<file path="src/rtl/seq_gen_serial_if.sv">
// Pattern-request and serial-output bundle for seq_gen_serial.
// master = pattern requester / stream consumer, slave = the transmitter.
interface seq_gen_serial_if #(
    parameter int unsigned WIDTH = 8
) ();
    localparam int unsigned LW = $clog2(WIDTH) + 1;

    logic             start_in;
    logic [WIDTH-1:0] pattern_in;
    logic [LW-1:0]    len_in;
    logic [3:0]       repeat_in;
    logic             data_out;
    logic             valid_out;
    logic             busy_out;
    logic             done_out;

    modport master (
        output start_in, pattern_in, len_in, repeat_in,
        input  data_out, valid_out, busy_out, done_out
    );

    modport slave (
        input  start_in, pattern_in, len_in, repeat_in,
        output data_out, valid_out, busy_out, done_out
    );
endinterface

</file>
<file path="src/rtl/seq_gen_serial.sv">
// Serial pattern transmitter: sends the low len bits of a latched word MSB-first,
// repeat+1 times with GAP_CYCLES idle cycles between repetitions.
module seq_gen_serial #(
    parameter int unsigned WIDTH      = 8,
    parameter int unsigned GAP_CYCLES = 2,
    parameter logic        IDLE_LEVEL = 1'b0
) (
    input  logic               clock_in,
    input  logic               rst_n_in,
    seq_gen_serial_if.slave    bus
);
    localparam int unsigned IW       = $clog2(WIDTH);
    localparam int unsigned LW       = IW + 1;
    localparam int unsigned GW       = (GAP_CYCLES > 1) ? $clog2(GAP_CYCLES) : 1;
    localparam int unsigned GAP_LAST = (GAP_CYCLES > 0) ? GAP_CYCLES - 1 : 0;

    typedef enum logic [1:0] {
        S_IDLE  = 2'd0,
        S_SHIFT = 2'd1,
        S_GAP   = 2'd2
    } state_t;

    state_t           state_q, state_d;
    logic [WIDTH-1:0] pat_q,   pat_d;
    logic [LW-1:0]    len_q,   len_d;
    logic [IW-1:0]    idx_q,   idx_d;
    logic [3:0]       rep_q,   rep_d;
    logic [GW-1:0]    gap_q,   gap_d;
    logic             data_q,  data_d;
    logic             valid_q, valid_d;
    logic             busy_q,  busy_d;
    logic             done_q,  done_d;

    logic [LW-1:0]    len_c;
    logic [IW-1:0]    first_idx_c;
    logic [IW-1:0]    reload_idx_c;

    // Out-of-range lengths (0 or above WIDTH) mean a full-width pattern
    always_comb begin
        len_c = bus.len_in;
        if (bus.len_in == LW'(0) || bus.len_in > LW'(WIDTH)) begin
            len_c = LW'(WIDTH);
        end
        first_idx_c  = IW'(len_c - LW'(1));
        reload_idx_c = IW'(len_q - LW'(1));
    end

    // Outputs are computed for the next cycle so they leave straight from flops
    always_comb begin
        state_d = state_q;
        pat_d   = pat_q;
        len_d   = len_q;
        idx_d   = idx_q;
        rep_d   = rep_q;
        gap_d   = gap_q;
        data_d  = IDLE_LEVEL;
        valid_d = 1'b0;
        busy_d  = 1'b0;
        done_d  = 1'b0;

        case (state_q)
            S_IDLE: begin
                if (bus.start_in) begin
                    pat_d   = bus.pattern_in;
                    len_d   = len_c;
                    rep_d   = bus.repeat_in;
                    idx_d   = first_idx_c;
                    state_d = S_SHIFT;
                    data_d  = bus.pattern_in[first_idx_c];
                    valid_d = 1'b1;
                    busy_d  = 1'b1;
                end
            end
            S_SHIFT: begin
                busy_d = 1'b1;
                if (idx_q != IW'(0)) begin
                    idx_d   = idx_q - IW'(1);
                    data_d  = pat_q[idx_d];
                    valid_d = 1'b1;
                end else if (rep_q == 4'd0) begin
                    state_d = S_IDLE;
                    busy_d  = 1'b0;
                    done_d  = 1'b1;
                end else begin
                    rep_d = rep_q - 4'd1;
                    idx_d = reload_idx_c;
                    if (GAP_CYCLES == 0) begin
                        data_d  = pat_q[reload_idx_c];
                        valid_d = 1'b1;
                    end else begin
                        state_d = S_GAP;
                        gap_d   = GW'(GAP_LAST);
                    end
                end
            end
            S_GAP: begin
                busy_d = 1'b1;
                if (gap_q == GW'(0)) begin
                    state_d = S_SHIFT;
                    data_d  = pat_q[idx_q];
                    valid_d = 1'b1;
                end else begin
                    gap_d = gap_q - GW'(1);
                end
            end
            default: begin
                state_d = S_IDLE;
            end
        endcase
    end

    always_ff @(posedge clock_in or negedge rst_n_in) begin
        if (!rst_n_in) begin
            state_q <= S_IDLE;
            pat_q   <= '0;
            len_q   <= '0;
            idx_q   <= '0;
            rep_q   <= '0;
            gap_q   <= '0;
            data_q  <= IDLE_LEVEL;
            valid_q <= 1'b0;
            busy_q  <= 1'b0;
            done_q  <= 1'b0;
        end else begin
            state_q <= state_d;
            pat_q   <= pat_d;
            len_q   <= len_d;
            idx_q   <= idx_d;
            rep_q   <= rep_d;
            gap_q   <= gap_d;
            data_q  <= data_d;
            valid_q <= valid_d;
            busy_q  <= busy_d;
            done_q  <= done_d;
        end
    end

    assign bus.data_out  = data_q;
    assign bus.valid_out = valid_q;
    assign bus.busy_out  = busy_q;
    assign bus.done_out  = done_q;
endmodule
</file>
<file path="src/flat_wrapper.sv">
// flat-port wrapper written by rule: the top's interface ports become plain ports
module seq_gen_serial_flat 
#(
    parameter int unsigned WIDTH      = 8,
    parameter int unsigned GAP_CYCLES = 2,
    parameter logic        IDLE_LEVEL = 1'b0
)
  (clock_in, rst_n_in, bus_start_in, bus_pattern_in, bus_len_in, bus_repeat_in, bus_data_out, bus_valid_out, bus_busy_out, bus_done_out);
  seq_gen_serial_if #(.WIDTH(WIDTH)) bus_i ();
  input  logic clock_in;
  input  logic rst_n_in;
  input wire logic [$bits(bus_i.start_in)-1:0] bus_start_in;
  input wire logic [$bits(bus_i.pattern_in)-1:0] bus_pattern_in;
  input wire logic [$bits(bus_i.len_in)-1:0] bus_len_in;
  input wire logic [$bits(bus_i.repeat_in)-1:0] bus_repeat_in;
  output wire logic [$bits(bus_i.data_out)-1:0] bus_data_out;
  output wire logic [$bits(bus_i.valid_out)-1:0] bus_valid_out;
  output wire logic [$bits(bus_i.busy_out)-1:0] bus_busy_out;
  output wire logic [$bits(bus_i.done_out)-1:0] bus_done_out;
  assign bus_i.start_in = bus_start_in;
  assign bus_i.pattern_in = bus_pattern_in;
  assign bus_i.len_in = bus_len_in;
  assign bus_i.repeat_in = bus_repeat_in;
  assign bus_data_out = bus_i.data_out;
  assign bus_valid_out = bus_i.valid_out;
  assign bus_busy_out = bus_i.busy_out;
  assign bus_done_out = bus_i.done_out;
  seq_gen_serial #(.WIDTH(WIDTH), .GAP_CYCLES(GAP_CYCLES), .IDLE_LEVEL(IDLE_LEVEL)) u_core (.clock_in(clock_in), .rst_n_in(rst_n_in), .bus(bus_i));
endmodule
</file>
<file path="config.mk">
export PLATFORM = sky130hd
export DESIGN_NAME = seq_gen_serial_flat
export DESIGN_NICKNAME = d
export VERILOG_FILES = /design/src/rtl/seq_gen_serial_if.sv /design/src/rtl/seq_gen_serial.sv /design/src/flat_wrapper.sv
export SDC_FILE = /design/constraint.sdc
export NUM_CORES = 1
export LEC_CHECK = 0
export CORE_MARGIN = 2
export CORE_UTILIZATION = 58
export DETAILED_ROUTE_END_ITERATION = 7
export PLACE_DENSITY = 0.82
export SYNTH_ARGS = -nofsm -noshare
export SYNTH_HDL_FRONTEND = slang
export SYNTH_SLANG_ARGS = --single-unit
</file>
<file path="constraint.sdc">
create_clock -name clock_in -period 3.4 [get_ports clock_in]
set_input_delay 1.02 -clock clock_in [delete_from_list [all_inputs] [get_ports clock_in]]
set_output_delay 1.02 -clock clock_in [all_outputs]
set_load 0.01 [all_outputs]
</file>
==> results.sh <==
export IMPL_cts_resized=0
export IMPL_wl_met2_mm=1.75
export IMPL_drtPass1Iterations=4
export IMPL_cp_end_kind="flop"
export IMPL_power_mw=1.61
export IMPL_root_buffer="clkbuf_4"
export IMPL_grt_setup_unrepaired="false"
export IMPL_grt_pass1_vias=1278
export IMPL_htree_levels=1
export IMPL_grt_total_usage=0.229
export IMPL_worst_path_max_fanout=12
export IMPL_cts_setup_buffers=0
export IMPL_worst_setup_path_start_kind="input port"
export IMPL_num_io_pins=23
export IMPL_vdd_ir_drop_max_mv=0.685
export IMPL_grt_pass1_wl_mm=5.75
export IMPL_synth_area_top_cells="dfrtp_1 (38%), ha_1 (7.7%), mux2i_1 (6.1%), mux2_2 (5.5%), mux4_1 (4.8%)"
export IMPL_wl_per_cell_um=16.4
export IMPL_syn_area_sq_um=1630
export IMPL_period_needed_ns=2.40
export IMPL_grt_antenna_before_repair=0
export IMPL_post_route_drc_count=0
export IMPL_skew_ns=0.0177
export IMPL_die_x_um=57.0
export IMPL_drive_gt1_frac=0.104
export IMPL_p_leak_nw=0.845
export IMPL_synth_top_cell_by_area="dfrtp_1"
export IMPL_met3_wirelength_um=121
export IMPL_p_comb_frac=0.554
export IMPL_max_freq_mhz=417
export IMPL_port_buffers=22
export IMPL_setup_viol=0
export IMPL_row_count=19
export IMPL_wl_met1_mm=1.59
export IMPL_synthCells=162
export IMPL_ys_seq_elements=25
export IMPL_dieHeight_um=57.0
export IMPL_p_sw_mw=0.678
export IMPL_holdWs_ns=0.530
export IMPL_cts_sinks=25
export IMPL_cts_reportedPaths_clkPinSlew_ns=0.16
export IMPL_core_sq_um=2710
export IMPL_synth_most_common_cell="dfrtp_1"
export IMPL_ctsHoldBuffers=0
export IMPL_die_area_sq_um=3250
export IMPL_ys_warnings_count=0
export IMPL_maxCapViolations=0
export IMPL_cts_made_buffers=3
export IMPL_p_per_area_nw_per_um2=849
export IMPL_top_layer="met4"
export IMPL_pwr_share_seq=0.354
export IMPL_ys_types=40
export IMPL_worstPathArrival_ns=2.66
export IMPL_synth_ff_type="dfrtp_1"
export IMPL_synthTopCellsByCount="dfrtp_1 (25), inv_1 (14), nand2_1 (14)"
export IMPL_antenna_left=0
export IMPL_drt_iter0_drc=39
export IMPL_synth_seq_area_share=0.383
export IMPL_timing_final_max_slew_violations=0
export IMPL_hold_class="reg -> reg"
export IMPL_worstSkewPairLatency_ns=0.35
export IMPL_finalCritPeriodShare=0.705
export IMPL_gp_routability_congestion=0.854
export IMPL_syn_area_per_cell_sq_um=10.1
export IMPL_finalSetupTns_ns=0
export IMPL_postSynth_asyncResetShare=1.00
export IMPL_syn_to_final_growth_pct=16.5
export IMPL_clkPwrFrac=0.092
export IMPL_worst_endpoint_required_ns=3.66
export IMPL_grt_overflow_total=0
export IMPL_synth_nets=191
export IMPL_grt_start_max_net_pins=26
export IMPL_finalNetCount=213
export IMPL_netlist_area_leader_share=0.383
export IMPL_relSlewSlack=0.507
export IMPL_hold_viol=0
export IMPL_layout_setup_ws_ns=1.00
export IMPL_dpl_hpwl_mm=2.70
export IMPL_place_ws_ns=0.657
export IMPL_critical_path_class="in -> reg"
export IMPL_p_int_mw=0.935
export IMPL_synth_edff_count=0
export IMPL_outcome="finished, final reports clean"
export IMPL_viasPerCell=6.11
export IMPL_initial_core_util=0.602
export IMPL_num_antenna_cells=0
export IMPL_switching_share=0.420
export IMPL_vias=1308
export IMPL_tightest_slew_ns=0.738
export IMPL_clk_path_buf_depth=2
export IMPL_cts_tree="yes"
export IMPL_wl_mm=3.51
stage by stage:
stage | util | cells | cell area (sq um)
after floorplan | - | 162 | 1630
after global placement | 0.690 | 210 | 1870
after detailed placement | 0.690 | 210 | 1870
after CTS | 0.701 | 214 | 1900
after global routing | 0.701 | 214 | 1900
final | 0.701 | 214 | 1900
cells in the final DEF (no fill, tap or decap), types with 3 or more instances in the layout:
cell             count
dfrtp_1             25
clkdlybuf4s50_1     22
inv_1               14
nand2_1             14
mux2i_1             10
o21ai_0             10
ha_1                10
nor2_1               8
mux2_2               8
a31oi_1              6
nor3_1               5
nor3b_1              4
nor2b_1              4
a21oi_1              4
nand2b_1             3
mux4_1               3
clkbuf_4             3
buf_4                3
routing by layer:
layer	global-route usage	up-vias
li1	-	625
met1	0.295	647
met4	0.0930	0
met5	0	-
met2	0.392	31
met3	0.0272	5
registers in the layout (all words and copies together) (netlist names):
register,cells
u_core.pat_q,8
u_core.gap_q,1
u_core.idx_q,3
u_core.len_q,3
u_core.bus.done_out,1
u_core.bus.busy_out,1
u_core.bus.valid_out,1
u_core.rep_q,4
u_core.bus.data_out,1
u_core.state_q,2
final cells by class:
| class | instances | area [sq um] |
|---|---|---|
| flip-flops and latches | 25 | 626 |
| fillers | 222 | 810 |
| inverters | 14 | 52.6 |
| clock inverters | 1 | 7.51 |
| repair buffers | 25 | 243 |
| well taps | 31 | 38.8 |
| clock buffers | 3 | 22.5 |
| multi-input cells | 115 | 911 |
kinds of logic (layout without fill, tap and decap cells):
kind of cell             Yosys count  in the layout  synth area share
AND/OR/NAND/NOR                   44             44             0.143
AO/OA/AOI/OAI                     37             37             0.158
flip-flops                        25             25             0.383
buffers and inverters             22             43            0.0583
multiplexers                      21             21             0.165
adder cells (fa/ha/maj)           10             10            0.0767
XOR/XNOR                           3              3            0.0161
worst max-delay path: stages:
cell and delay [ns]:
clkdlybuf4s50_1 0.69, nor3b_1 0.25, a31oi_1 0.06, a2111o_1 0.43
a41oi_2 0.20
path summary, 6_finish.rpt:
path / cells after the start / from / slack (ns) / to
max: 5 / bus_len_in[0] / 1.00 / u_core.bus.data_out$_DFF_PN0_
min: 2 / u_core.len_q[1]$_DFFE_PN0P_ / 0.53 / u_core.len_q[1]$_DFFE_PN0P_
max reg2reg: 6 / u_core.rep_q[0]$_DFFE_PN0P_ / 1.39 / u_core.rep_q[1]$_DFFE_PN0P_
min reg2reg: 2 / u_core.len_q[1]$_DFFE_PN0P_ / 0.53 / u_core.len_q[1]$_DFFE_PN0P_
max in group asynchronous: 2 / rst_n_in / 2.13 / u_core.len_q[2]$_DFFE_PN0P_
min in group asynchronous: 2 / rst_n_in / 1.01 / u_core.pat_q[7]$_DFFE_PN0P_
power by group through the flow:
stage               Sequential, mW  Combinational, mW  Clock (mW)
floorplan                    0.524              0.712           0
global placement             0.563              0.849           0
detailed placement           0.578              0.892           0
CTS                          0.570              0.897       0.149
global route                 0.592              0.982       0.158
finish                       0.572              0.894       0.148
Power figures use the tool's default switching activity.
